===== config.mk =====
export PLATFORM = sky130hd
export DESIGN_NAME = tick_scheduler
export DESIGN_NICKNAME = d
export VERILOG_FILES = /design/src/rtl/tick_scheduler.sv
export SDC_FILE = /design/constraint.sdc
export NUM_CORES = 1
export LEC_CHECK = 0
export ABC_AREA = 1
export ABC_CLOCK_PERIOD_IN_PS = 8100
export CORE_ASPECT_RATIO = 1.75
export CORE_MARGIN = 3
export CORE_UTILIZATION = 60
export DETAILED_ROUTE_END_ITERATION = 6
export PLACE_DENSITY = 0.8
export SETUP_SLACK_MARGIN = 0.05
export SYNTH_ARGS = -nofsm -noshare
export SYNTH_HDL_FRONTEND = slang
export SYNTH_SLANG_ARGS = --single-unit

===== constraint.sdc =====
create_clock -name sysclk -period 8.1 [get_ports sysclk]
set_clock_uncertainty 0.1 [all_clocks]
set_input_delay 2.025 -clock sysclk [delete_from_list [all_inputs] [get_ports sysclk]]
set_output_delay 2.025 -clock sysclk [all_outputs]
set_load 0.01 [all_outputs]

===== src/rtl/tick_scheduler.sv =====
`default_nettype none
// ============================================================================
// Module      : tick_scheduler
// Description : Multi-channel periodic event scheduler. A single decrementer is
//               time-shared across channels by a one-channel-per-clock sweep.
// Revision    : 1.0 - initial release
// ============================================================================
module tick_scheduler #(
    parameter int NCH   = 4,
    parameter int WIDTH = 16
) (
    input  logic             sysclk,
    input  logic             sysreset,
    input  logic             tick_in,
    input  logic [15:0]      data_in,
    input  logic [NCH-1:0]   period_load,
    input  logic             ctrl_load,
    input  logic             status_read,
    output logic [15:0]      status_out,
    output logic [NCH-1:0]   events_out,
    output logic             busy
);

    localparam int              C_IDXW     = (NCH > 1) ? $clog2(NCH) : 1;
    localparam logic [C_IDXW-1:0] C_LAST_IDX = C_IDXW'(NCH - 1);
    localparam logic [C_IDXW-1:0] C_IDX_ONE  = C_IDXW'(1);
    localparam logic [WIDTH-1:0]  C_ONE      = WIDTH'(1);

    typedef enum logic [0:0] {
        ST_IDLE  = 1'b0,
        ST_SWEEP = 1'b1
    } state_t;

    state_t              r_state;
    state_t              w_state_next;
    logic [C_IDXW-1:0]   r_idx;
    logic [C_IDXW-1:0]   w_idx_next;
    logic                r_tick_latched;
    logic                w_tick_latched_next;
    logic                w_overrun_set;
    logic                r_overrun;
    logic [NCH-1:0]      r_enable;
    logic [NCH-1:0]      r_pending;
    logic [NCH-1:0]      r_events;
    logic [NCH-1:0]      w_fire;
    logic [7:0]          w_pending8;
    logic                w_unused_data;

    // ------------------------------------------------------------------------
    // Sweep sequencer
    // ------------------------------------------------------------------------
    always_ff @(posedge sysclk or posedge sysreset) begin
        if (sysreset) begin
            r_state        <= ST_IDLE;
            r_idx          <= '0;
            r_tick_latched <= 1'b0;
        end else begin
            r_state        <= w_state_next;
            r_idx          <= w_idx_next;
            r_tick_latched <= w_tick_latched_next;
        end
    end

    always_comb begin
        w_state_next        = r_state;
        w_idx_next          = r_idx;
        w_tick_latched_next = r_tick_latched;
        w_overrun_set       = 1'b0;
        case (r_state)
            ST_IDLE: begin
                if (tick_in || r_tick_latched) begin
                    w_state_next        = ST_SWEEP;
                    w_idx_next          = '0;
                    w_tick_latched_next = 1'b0;
                    // A fresh tick colliding with a still-queued one cannot be kept
                    w_overrun_set       = tick_in && r_tick_latched;
                end
            end
            ST_SWEEP: begin
                if (tick_in) begin
                    if (r_tick_latched) begin
                        w_overrun_set = 1'b1;
                    end else begin
                        w_tick_latched_next = 1'b1;
                    end
                end
                if (r_idx == C_LAST_IDX) begin
                    w_state_next = ST_IDLE;
                    w_idx_next   = '0;
                end else begin
                    w_idx_next = r_idx + C_IDX_ONE;
                end
            end
            default: begin
                w_state_next = ST_IDLE;
                w_idx_next   = '0;
            end
        endcase
    end

    // ------------------------------------------------------------------------
    // Per-channel period / down-counter
    // ------------------------------------------------------------------------
    for (genvar k = 0; k < NCH; k++) begin : g_ch
        logic [WIDTH-1:0] r_period;
        logic [WIDTH-1:0] r_count;
        logic             w_eval;
        logic             w_active;

        assign w_eval    = (r_state == ST_SWEEP) && (r_idx == C_IDXW'(k));
        assign w_active  = r_enable[k] && (r_period != '0);
        // A register write to this channel overrides its evaluation slot
        assign w_fire[k] = w_eval && w_active && !period_load[k] && (r_count <= C_ONE);

        always_ff @(posedge sysclk or posedge sysreset) begin
            if (sysreset) begin
                r_period <= '0;
                r_count  <= '0;
            end else if (period_load[k]) begin
                r_period <= data_in[WIDTH-1:0];
                r_count  <= data_in[WIDTH-1:0];
            end else if (w_eval && w_active) begin
                r_count <= w_fire[k] ? r_period : (r_count - C_ONE);
            end
        end
    end

    // ------------------------------------------------------------------------
    // Control, status and event registers
    // ------------------------------------------------------------------------
    always_ff @(posedge sysclk or posedge sysreset) begin
        if (sysreset) begin
            r_overrun <= 1'b0;
            r_enable  <= '0;
            r_pending <= '0;
            r_events  <= '0;
        end else begin
            r_events <= w_fire;
            // Reading drops everything currently visible; new fires still land
            r_pending <= (status_read ? '0 : r_pending) | w_fire;
            if (w_overrun_set) begin
                r_overrun <= 1'b1;
            end else if (ctrl_load && data_in[15]) begin
                r_overrun <= 1'b0;
            end
            if (ctrl_load) begin
                r_enable <= data_in[NCH-1:0];
            end
        end
    end

    always_comb begin
        w_pending8 = '0;
        for (int i = 0; i < NCH; i++) begin
            w_pending8[i] = r_pending[i];
        end
    end

    assign w_unused_data = ^data_in;
    assign busy          = (r_state == ST_SWEEP);
    assign events_out    = r_events;
    assign status_out    = {r_overrun, busy, 6'b0, w_pending8};

endmodule
`default_nettype wire


# Yosys cells after proc, flatten, opt, wreduce, memory -nomap -nowiden
# Cells that the tools add are included.
classes:
  addsub: 5
  n_eq_ne: 5
  n_reduce_logical: 38
  bitwise: 2
  mux: 28
  order_cmp: 4
op_table:
  columns: ["operator", "count"]
  rows:
  - ["2-to-1 mux 16 bit", 12]
  - ["<= comparator 16 x 1 -> 1 bit (second input constant)", 4]
  - ["nonzero test 16 bit", 4]
  - ["subtractor 16 x 1 -> 16 bit (second input constant)", 4]
  - ["logical AND 1 bit", 22]
  - ["nonzero test 2 bit", 5]
  - ["2-to-1 mux 1 bit", 9]
  - ["one-hot mux 1 bit (2 select lines)", 3]
  - ["== test 2 bit (second input constant)", 2]
  - ["logical NOT 1 bit", 4]
  - ["2-to-1 mux 2 bit", 2]
  - ["2-to-1 mux 4 bit", 1]
  - ["inequality test 2 bit (second input constant)", 2]
  - ["bitwise OR 4 bit", 1]
  - ["one-hot mux 2 bit (2 select lines)", 1]
  - ["adder 2 x 1 -> 2 bit (second input constant)", 1]
  - ["== test 2 x 1 -> 1 bit (second input constant)", 1]
  - ["logical NOT 2 bit", 1]
  - ["AND reduction 2 bit", 1]
  - ["logical OR 1 bit", 1]
  - ["inverter 1 bit", 1]
totals:
  output_inout_bits: 21
  word_cells: 97
  ff_bits: 145
  input_bits: 25

# Depth between registers and ports, before layout
# Gate-level depths: netlist of the first run.
logic_depth:
  word_depth: 8
  depth_mapped: 12
  mapped_depth_nobuf: 11

# Least setup slack after synthesis of the first run
# Ideal clock, no wire load.
synth_path:
  path_type: "input to register"
  from: "input port period_load[3]"
  to: "register g_ch[3].r_count[0]"
  n_path_buf: 2
  setup_time_ns: 0.065
  arrival_time_ns: 2.828
  slack_ns: 5.107
  cell_stages: 7
  cell_sequence: "buf_2 -> inv_1 -> clkbuf_1 -> nand3_1 -> nand2_1 -> clkinv_1 -> nand2_1"
synth_via:
  elab_chain_len: 6
  elab_cells_between_ends: 7
synth_lines:
  columns: ["item", "line", "text"]
  rows:
  - ["start, declared", "16", "input logic [NCH-1:0] period_load,"]
  - ["logical NOT 1 bit", "113", "assign w_fire[k] = w_eval && w_active && !period_load[k] && (r_count <= C_ONE);"]
  - ["logical AND 1 bit (2 in a row)", "113", null]
  - ["2-to-1 mux 16 bit", "123", "r_count <= w_fire[k] ? r_period : (r_count - C_ONE);"]
  - ["2-to-1 mux 16 bit", "122", "end else if (w_eval && w_active) begin"]
  - ["2-to-1 mux 16 bit", "119", "end else if (period_load[k]) begin"]
  - ["end signal, assigned", "121", "r_count <= data_in[WIDTH-1:0];"]
  - ["end signal, assigned", "123", null]
  - ["end, declared", "106", "logic [WIDTH-1:0] r_count;"]
# Parallel ways exist; a longest one is shown, timed or not. The select of a mux whose other input is x is not followed.
# A chain may end at the register's enable or synchronous reset.

# Worst setup path in the final report of the first run
layout_path:
  from: "input port period_load[3]"
  to: "register g_ch[3].r_count[1]"
# Same word-level chain as after synthesis.

==> results of run 1 <==
final timing paths:
check	from	to	slack, ns	depth (start not counted)
min in group asynchronous	sysreset	g_ch[2].r_period[2]$_DFFE_PP0P_	2.00	2
max in group asynchronous	sysreset	g_ch[3].r_count[9]$_DFFE_PP0P_	4.55	3
setup reg to reg	g_ch[1].r_count[0]$_DFFE_PP0P_	g_ch[1].r_count[1]$_DFFE_PP0P_	5.84	9
hold reg to reg	g_ch[3].r_period[12]$_DFFE_PP0P_	g_ch[3].r_period[12]$_DFFE_PP0P_	0.41	2
hold / removal	g_ch[3].r_period[12]$_DFFE_PP0P_	g_ch[3].r_period[12]$_DFFE_PP0P_	0.41	2
setup / recovery	period_load[3]	g_ch[3].r_count[1]$_DFFE_PP0P_	3.92	6
layout by cell type (no fill, tap or decap), drive strengths merged:
cell / instances
a21oi: 2
a22o: 1
buf: 3
bufinv: 2
clkbuf: 25
clkdlybuf4s50: 35
clkinv: 13
clkinvlp: 1
conb: 10
dfrtp: 145
ha: 12
inv: 179
mux2: 1
nand2: 415
nand3: 202
nand3b: 8
nand4: 7
nor2: 136
nor3: 2
o211ai: 1
o21a: 1
o21ai: 86
o22ai: 4
or2: 3
xnor2: 2
xor2: 9
sequential cells by signal, summed over array words and instances, names as in the netlist:
signal	cells
r_idx	2
events_out	4
g_ch.r_period	64
busy	1
r_overrun	1
r_pending	4
g_ch.r_count	64
r_enable	4
r_tick_latched	1
routing by layer:
metal | part of all wire, % | vias up | GRT usage (%)
met2 | 50 | 271 | 46.5
li1 | - | 3997 | -
met3 | 5.8 | 67 | 4.12
met1 | 39 | 3758 | 33.6
met4 | 5.1 | 0 | 14.6
met5 | 0 | - | 0
cell families after synthesis:
group | count (synthesis) | share of synthesized area, %
AO/OA/AOI/OAI | 95 | 5.82
XOR/XNOR | 11 | 1.10
adder cells (fa/ha/maj) | 12 | 1.71
other | 1 | 0.0426
multiplexers | 1 | 0.128
flip-flops | 145 | 41.3
buffers and inverters | 238 | 12.0
AND/OR/NAND/NOR | 773 | 38.0
power breakdown:
| group | internal [uW] | switching [uW] |
|---|---|---|
| Sequential | 829 | 106 |
| Clock | 482 | 292 |
| Combinational | 202 | 382 |
| Total | 1510 | 780 |
through the flow:
stage	instances	utilization (%)	power (uW)
after floorplan	1285	-	1370
after global placement	1452	64.4	1500
after detailed placement	1452	64.4	1520
after CTS	1482	68.4	2290
after global routing	1482	68.4	2430
final	1482	68.4	2290
worst max-delay path, cell delays in order:
cell             delay [ns]
clkdlybuf4s50_1        1.08
inv_1                  0.63
nand3_4                0.28
inv_2                  0.15
o211ai_1               0.11
nand2_1                0.07
area by class of cell:
class,count,area (sq um),share of cell area [%]
inverters,190,718,7.43
flip-flops and latches,145,3630,37.6
repair buffers,38,373,3.86
clock inverters,5,77.6,0.803
multi-input cells,902,4150,42.9
well taps,177,221,2.29
clock buffers,25,495,5.13
==> flow_metrics.tcl, run 1 <==
set metrics [dict create \
    status "finished clean" \
    clk_path_buf_depth 2 \
    route.detailed.drc 0 \
    path_max_fanout 29 \
    setup_ws_ns 3.92 \
    die_h_um 166 \
    synthFlopType "dfrtp_1" \
    drt_pass1_iterations 5 \
    yosysSeqAreaShare_pct 41.3 \
    final_antenna_net_count 0 \
    setup_viol 0 \
    cts_setup_buffers 0 \
    drv_slew 0 \
    grt_pass1_vias 7701 \
    rsz0062_at_grt "false" \
    post_cts_resized 0 \
    syn_area_sq_um 8790 \
    synth_most_common_cell "nand2_1" \
    grtUsageTotal_pct 27.5 \
    wl_per_cell_um 14.8 \
    fin_crit_sh_pct 51.6 \
    min_period_ns 4.18 \
    syn_inst 1276 \
    fill_cells 1230 \
    gp_routability_congestion 0.906 \
    cts_sinks 145 \
    drv_cap 0 \
    synth_edf_count 0 \
    min_path_type "reg2reg" \
    first_iter_violations 379 \
    worstMarginPinSlew_ns 0.982 \
    yosysTopAreaCell "dfrtp_1" \
    placed_area_sq_um 9090 \
    synth_top_area_share_pct 41.3 \
    num_rows 57 \
    synthArstFlopShare_pct 100 \
    die_w_um 97.5 \
    nNetsFinal 1331 \
    required_ns 8.30 \
    path_clk_slew_ns 0.06 \
    dr_total_vias 8093 \
    via_per_inst 5.46 \
    fin_hold_ws_ns 0.406 \
    post-place-ws_ns 3.54 \
    ios 46 \
    startpoint_type "primary input" \
    core_area_sq_um 14100 \
    antenna_found_initial 0 \
    cts_max_level 4 \
    ys_ff_latch 145 \
    synthDistinctLibCells 36 \
    clock_latency_ns 0.42 \
    diodes 0 \
    crit_path_end_kind "flop" \
    grt_remaining_overflow 0 \
    avgSynthCellArea_sq_um 6.89 \
    crit_type "in2reg" \
    cts_tree "built" \
    yosys_warnings 0 \
    stdcell_area_sq_um 9660 \
    irDropWorstVdd_uv 142 \
    ys_top_cells_by_area "dfrtp_1 (41%), nand2_1 (17%), nand3_1 (11%)" \
    p_per_area_nw_per_um2 237 \
    io_buffers 35 \
    slew_headroom_pct 34.4 \
    drive_above_1_share_pct 5.98 \
    p_leak_uw 0.00504 \
    clock.fmax_mhz 239 \
    initial_core_util_pct 62.3 \
    cts.hold.buffers_added 0 \
    die_area_sq_um 16200 \
    grt_pass1_wl_um 36600 \
    synthTopCellsByCount "nand2_1 (406), nand3_1 (198), inv_1 (171)" \
    grt_max_degree 79 \
    setup-tns-final_ns 0 \
    wl_um 21900 \
    cp.arrival_ns 4.38 \
    root_buffer "clkbuf_16" \
    final_hold_viol_count 0 \
    dpl.hpwl_um 15400 \
    area_growth_pct 9.86 \
    cts_buffers 17 \
]
Note: power is estimated with default switching activity, not from simulation.
==> run 2: changes to the inputs <==
--- a/config.mk
+++ b/config.mk
@@ -6,12 +6,12 @@
 export NUM_CORES = 1
 export LEC_CHECK = 0
 export ABC_AREA = 1
-export ABC_CLOCK_PERIOD_IN_PS = 8100
+export ABC_CLOCK_PERIOD_IN_PS = 3400
 export CORE_ASPECT_RATIO = 1.75
 export CORE_MARGIN = 3
-export CORE_UTILIZATION = 60
+export CORE_UTILIZATION = 55
 export DETAILED_ROUTE_END_ITERATION = 6
-export PLACE_DENSITY = 0.8
+export PLACE_DENSITY = 0.77
 export SETUP_SLACK_MARGIN = 0.05
 export SYNTH_ARGS = -nofsm -noshare
 export SYNTH_HDL_FRONTEND = slang
==> constraint.sdc (replaced) <==
create_clock -name sysclk -period 3.4 [get_ports sysclk]
set_clock_uncertainty 0.1 [all_clocks]
set_input_delay 0.85 -clock sysclk [delete_from_list [all_inputs] [get_ports sysclk]]
set_output_delay 0.85 -clock sysclk [all_outputs]
set_load 0.01 [all_outputs]
==> flow_metrics.tcl, run 2 (synthesis results as in run 1) <==
set metrics [dict create \
    status "finished clean" \
    post_cts_resized 0 \
    wl_per_cell_um 15.2 \
    diodes 0 \
    regToRegSetupSlack_ns 1.12 \
    area_growth_pct 12.2 \
    nNetsFinal 1341 \
    grt_pass1_vias 8123 \
    grt_pass1_wl_um 38400 \
    min_period_ns 2.46 \
    num_rows 60 \
    grtUsageTotal_pct 27.3 \
    r2r_start "g_ch[1].r_count[0]$_DFFE_PP0P_" \
    met3_length_um 1130 \
    cts_max_level 4 \
    r2r-end "g_ch[1].r_count[1]$_DFFE_PP0P_" \
    irDropWorstVdd_uv 354 \
    drt-met1-wl_um 9070 \
    slew_headroom_pct 49.1 \
    crit_family "buffers and inverters" \
    min_from "g_ch[3].r_period[5]$_DFFE_PP0P_" \
    layout_common_cells "nand2_1 (406), nand3_1 (198), inv_1 (170), dfrtp_1 (145), nor2_1 (120)" \
    p_leak_uw 0.00513 \
    crit_path_end_kind "output port" \
    cp.arrival_ns 1.51 \
    clock.fmax_mhz 406 \
    crit_type "reg2out" \
    final_hold_viol_count 0 \
    cts.hold.buffers_added 0 \
    hold_path_depth 2 \
    antenna_found_initial 0 \
    cts_sinks 145 \
    p_per_area_nw_per_um2 578 \
    top_regs "g_ch.r_count x64, g_ch.r_period x64" \
    setup_ws_ns 0.936 \
    first_iter_violations 456 \
    route.detailed.drc 0 \
    root_buffer "clkbuf_16" \
    initial_core_util_pct 56.6 \
    required_ns 2.45 \
    drv_cap 0 \
    clk_path_buf_depth 2 \
    worst-path-buf-inv 1 \
    final_antenna_net_count 0 \
    via_per_inst 5.40 \
    setup-tns-final_ns 0 \
    slowest_stage "clkdlybuf4s50_1" \
    setup_viol 0 \
    grt_remaining_overflow 0 \
    ff2ff_path_depth 9 \
    path_clk_slew_ns 0.06 \
    stdcell_area_sq_um 9870 \
    clock_latency_ns 0.42 \
    top_layer "met4" \
    cts_buffers 17 \
    min_path_type "reg2reg" \
    die_area_sq_um 17600 \
    io_buffers 35 \
    drt_pass1_iterations 7 \
    worstMarginPinSlew_ns 0.762 \
    placed_area_sq_um 9220 \
    worstHoldEndpoint "g_ch[3].r_period[5]$_DFFE_PP0P_" \
    core_area_sq_um 15500 \
    dr_total_vias 8112 \
    gp_routability_congestion 0.896 \
    rsz0062_at_grt "false" \
    wl_met2_um 11800 \
    die_w_um 102 \
    crit_chain "clkdlybuf4s50_1" \
    cpPeakStageDelay_ns 0.60 \
    final_common_cell "nand2_1" \
    grt_max_degree 35 \
    path_max_fanout 7 \
    ios 46 \
    fin_crit_sh_pct 72.5 \
    drive_above_1_share_pct 7.06 \
    wl_um 22800 \
    startpoint_type "flop" \
    drv_slew 0 \
    die_h_um 173 \
    cts_setup_buffers 0 \
    cts_tree "built" \
    power.total_uw 5710 \
    dpl.hpwl_um 16000 \
    post-place-ws_ns 0.852 \
]
[run 2: worst max path at each step]
stage / start / endpoint / slack, ns / cells past startpoint
final: busy$_DFF_PP0_ / busy / 0.94 / 1
after global routing: busy$_DFF_PP0_ / busy / 0.88 / 1
after CTS: busy$_DFF_PP0_ / busy / 0.92 / 1
after detailed placement: period_load[0] / g_ch[0].r_count[4]$_DFFE_PP0P_ / 0.85 / 7
after global placement: period_load[0] / g_ch[0].r_count[10]$_DFFE_PP0P_ / 0.90 / 7
after floorplan: sysreset / busy$_DFF_PP0_ / 0.63 / 1
[run 2: through the flow]
stage | hold WS (ns) | std cells | util (%)
6_report | 0.402 | 1503 | 63.5
5_1_grt | 0.420 | 1503 | 63.5
4_1_cts | 0.404 | 1503 | 63.5
3_5_place_dp | 0.391 | 1471 | 59.4
3_3_place_gp | 0.382 | 1471 | 59.4
2_1_floorplan | 0.364 | 1285 | -
[run 2: where the power goes]
group | internal (uW) | total [uW] | leakage, uW | switching [uW]
clock | 1290 | 2060 | 0.000306 | 767
sequential | 1970 | 2230 | 0.00177 | 252
combinational | 496 | 1420 | 0.00305 | 928
total | 3760 | 5710 | 0.00513 | 1950
[run 2: layout make-up]
cell class              instances  area [sq um]
clock buffers                  21           470
repair buffers                 48           498
well taps                     186           233
inverters                     190           717
multi-input cells             902          4150
clock inverters                11           178
flip-flops and latches        145          3630
fillers                      1367          5670
[run 2: layer usage]
layer  track usage [%]  vias to the layer above
li1                  -                     4017
met5                 0                        -
met2              46.6                      235
met1              33.4                     3795
met3              4.39                       65
met4              12.3                        0
==> run 3: changes to the inputs <==
--- a/config.mk
+++ b/config.mk
@@ -6,12 +6,12 @@
 export NUM_CORES = 1
 export LEC_CHECK = 0
 export ABC_AREA = 1
-export ABC_CLOCK_PERIOD_IN_PS = 3400
+export ABC_CLOCK_PERIOD_IN_PS = 2400
 export CORE_ASPECT_RATIO = 1.75
 export CORE_MARGIN = 3
-export CORE_UTILIZATION = 55
+export CORE_UTILIZATION = 60
 export DETAILED_ROUTE_END_ITERATION = 6
-export PLACE_DENSITY = 0.77
+export PLACE_DENSITY = 0.8
 export SETUP_SLACK_MARGIN = 0.05
 export SYNTH_ARGS = -nofsm -noshare
 export SYNTH_HDL_FRONTEND = slang
==> constraint.sdc (replaced) <==
create_clock -name sysclk -period 2.4 [get_ports sysclk]
set_clock_uncertainty 0.1 [all_clocks]
set_input_delay 0.6 -clock sysclk [delete_from_list [all_inputs] [get_ports sysclk]]
set_output_delay 0.6 -clock sysclk [all_outputs]
set_load 0.01 [all_outputs]
==> flow_metrics.tcl, run 3 (synthesis results as in run 1) <==
set metrics [dict create \
    worstMarginPinSlew_ns 0.571 \
    post-place-ws_ns 0.334 \
    grt_max_degree 73 \
    nNetsFinal 1344 \
    met3_usage_pct 4.20 \
    route.detailed.drc 0 \
    dpl.hpwl_um 15800 \
    drv_cap 0 \
    status "finished clean" \
    initial_core_util_pct 62.3 \
    cts_tree "built" \
    p_leak_uw 0.00510 \
    grt_remaining_overflow 0 \
    crit_path_end_kind "output port" \
    grt_use_met1_pct 34.2 \
    cpPeakStageDelay_ns 0.66 \
    fin_crit_sh_pct 95.7 \
    path_max_fanout 7 \
    required_ns 1.70 \
    clk_path_buf_depth 2 \
    dr_total_vias 8157 \
    drv_slew 0 \
    antenna_found_initial 0 \
    via_per_inst 5.45 \
    grt_pass1_wl_um 37300 \
    cts_sinks 145 \
    crit_chain "clkdlybuf4s50_1" \
    p_per_area_nw_per_um2 797 \
    min_period_ns 2.30 \
    layout_common_cells "nand2_1 (406), nand3_1 (198), inv_1 (170), dfrtp_1 (145), nor2_1 (120)" \
    cts_max_level 4 \
    drive_above_1_share_pct 7.27 \
    num_rows 57 \
    die_h_um 166 \
    grt.busiest_layer "met2" \
    first_iter_violations 571 \
    core_area_sq_um 14100 \
    final_common_cell "nand2_1" \
    setup_viol 0 \
    seqPwrFrac_pct 40.3 \
    cts_buffers 17 \
    wl_per_cell_um 14.9 \
    power.share.combinational_pct 25.7 \
    final_hold_viol_count 0 \
    startpoint_type "flop" \
    path_clk_slew_ns 0.06 \
    p_int_uw 5080 \
    setup_ws_ns 0.104 \
    crit_type "reg2out" \
    root_buffer "clkbuf_16" \
    cts.hold.buffers_added 0 \
    drt_pass1_iterations 5 \
    p_sw_share_pct 35.0 \
    switchingPower_uw 2730 \
    irDropWorstVdd_uv 485 \
    min_path_type "reg2reg" \
    gp_routability_congestion 0.935 \
    wl_um 22300 \
    die_area_sq_um 16200 \
    cp.arrival_ns 1.60 \
    crit_family "buffers and inverters" \
    clock_power_share_pct 34.0 \
    cts_setup_buffers 0 \
    diodes 0 \
    io_buffers 35 \
    ios 46 \
    slew_headroom_pct 61.8 \
    clock.fmax_mhz 435 \
    slowest_stage "clkdlybuf4s50_1" \
    grtUsageTotal_pct 28.2 \
    worst-path-buf-inv 1 \
    clock_latency_ns 0.42 \
    rsz0062_at_grt "false" \
    fill_cells 1183 \
    met2_usage_pct 48.6 \
    top_regs "g_ch.r_count x64, g_ch.r_period x64" \
    grt_pass1_vias 7907 \
    final_antenna_net_count 0 \
    die_w_um 97.5 \
    area_growth_pct 11.4 \
    power.total_uw 7810 \
    fin_hold_ws_ns 0.413 \
    post_cts_resized 0 \
]
==> run 3: cell count changes in the layout (fill, tap and decap cells not counted), sizes merged <==
cell      change
clkinvlp      +2
clkbuf        -1
bufinv        -2
buf           +3
clkinv        +1
==> run 3: final timing paths <==
kind | start | to | slack (ns) | cells past startpoint
min in group asynchronous | sysreset | g_ch[2].r_count[4]$_DFFE_PP0P_ | 0.52 | 3
min | g_ch[1].r_period[13]$_DFFE_PP0P_ | g_ch[1].r_period[13]$_DFFE_PP0P_ | 0.41 | 2
max | busy$_DFF_PP0_ | busy | 0.10 | 1
max reg2reg | g_ch[0].r_count[0]$_DFFE_PP0P_ | g_ch[0].r_count[4]$_DFFE_PP0P_ | 0.36 | 11
max in group asynchronous | sysreset | g_ch[0].r_count[5]$_DFFE_PP0P_ | 1.22 | 3
min reg2reg | g_ch[1].r_period[13]$_DFFE_PP0P_ | g_ch[1].r_period[13]$_DFFE_PP0P_ | 0.41 | 2
==> run 3: stage by stage <==
step	setup TNS [ns]	utilization, %	instance area [sq um]	cells
global route	0	69.4	9800	1497
detailed placement	0	65.2	9210	1465
floorplan	-17.26	-	8830	1285
global placement	0	65.2	9210	1465
finish	0	69.4	9800	1497
CTS	0	69.4	9800	1497
==> run 3: layout make-up <==
class | count | area (sq um) | share of cell area [%]
multi-input combinational | 902 | 4150 | 42.3
timing repair buffer | 51 | 495 | 5.06
clock buffer | 20 | 457 | 4.66
clock inverter | 12 | 134 | 1.37
inverter | 190 | 717 | 7.32
sequential | 145 | 3630 | 37.0
tap | 177 | 221 | 2.26
==> run 3: metal layers <==
layer | routed length, um | vias up
met5 | 0 | -
met4 | 1040 | 0
met3 | 1130 | 65
met2 | 11200 | 258
met1 | 8880 | 3800
li1 | - | 4034
==> run 3: power groups by stage <==
| stage | sequential, uW | combinational (uW) | clock [uW] |
|---|---|---|---|
| CTS | 3140 | 2010 | 2690 |
| detailed placement | 3180 | 1980 | 0 |
| global route | 3200 | 2310 | 2800 |
| global placement | 3170 | 1930 | 0 |
| finish | 3150 | 2010 | 2660 |
| floorplan | 3090 | 1550 | 0 |
==> run 3: worst reg2reg max path: stages, from the launching register on <==
cell	delay, ns
dfrtp_1	0.39
inv_1	0.09
ha_1	0.24
inv_1	0.08
nand2_1	0.05
nand3_1	0.07
nor2_2	0.06
nand2_4	0.20
clkinv_1	0.34
nand2_1	0.14
nand3_1	0.08
nand2_1	0.11
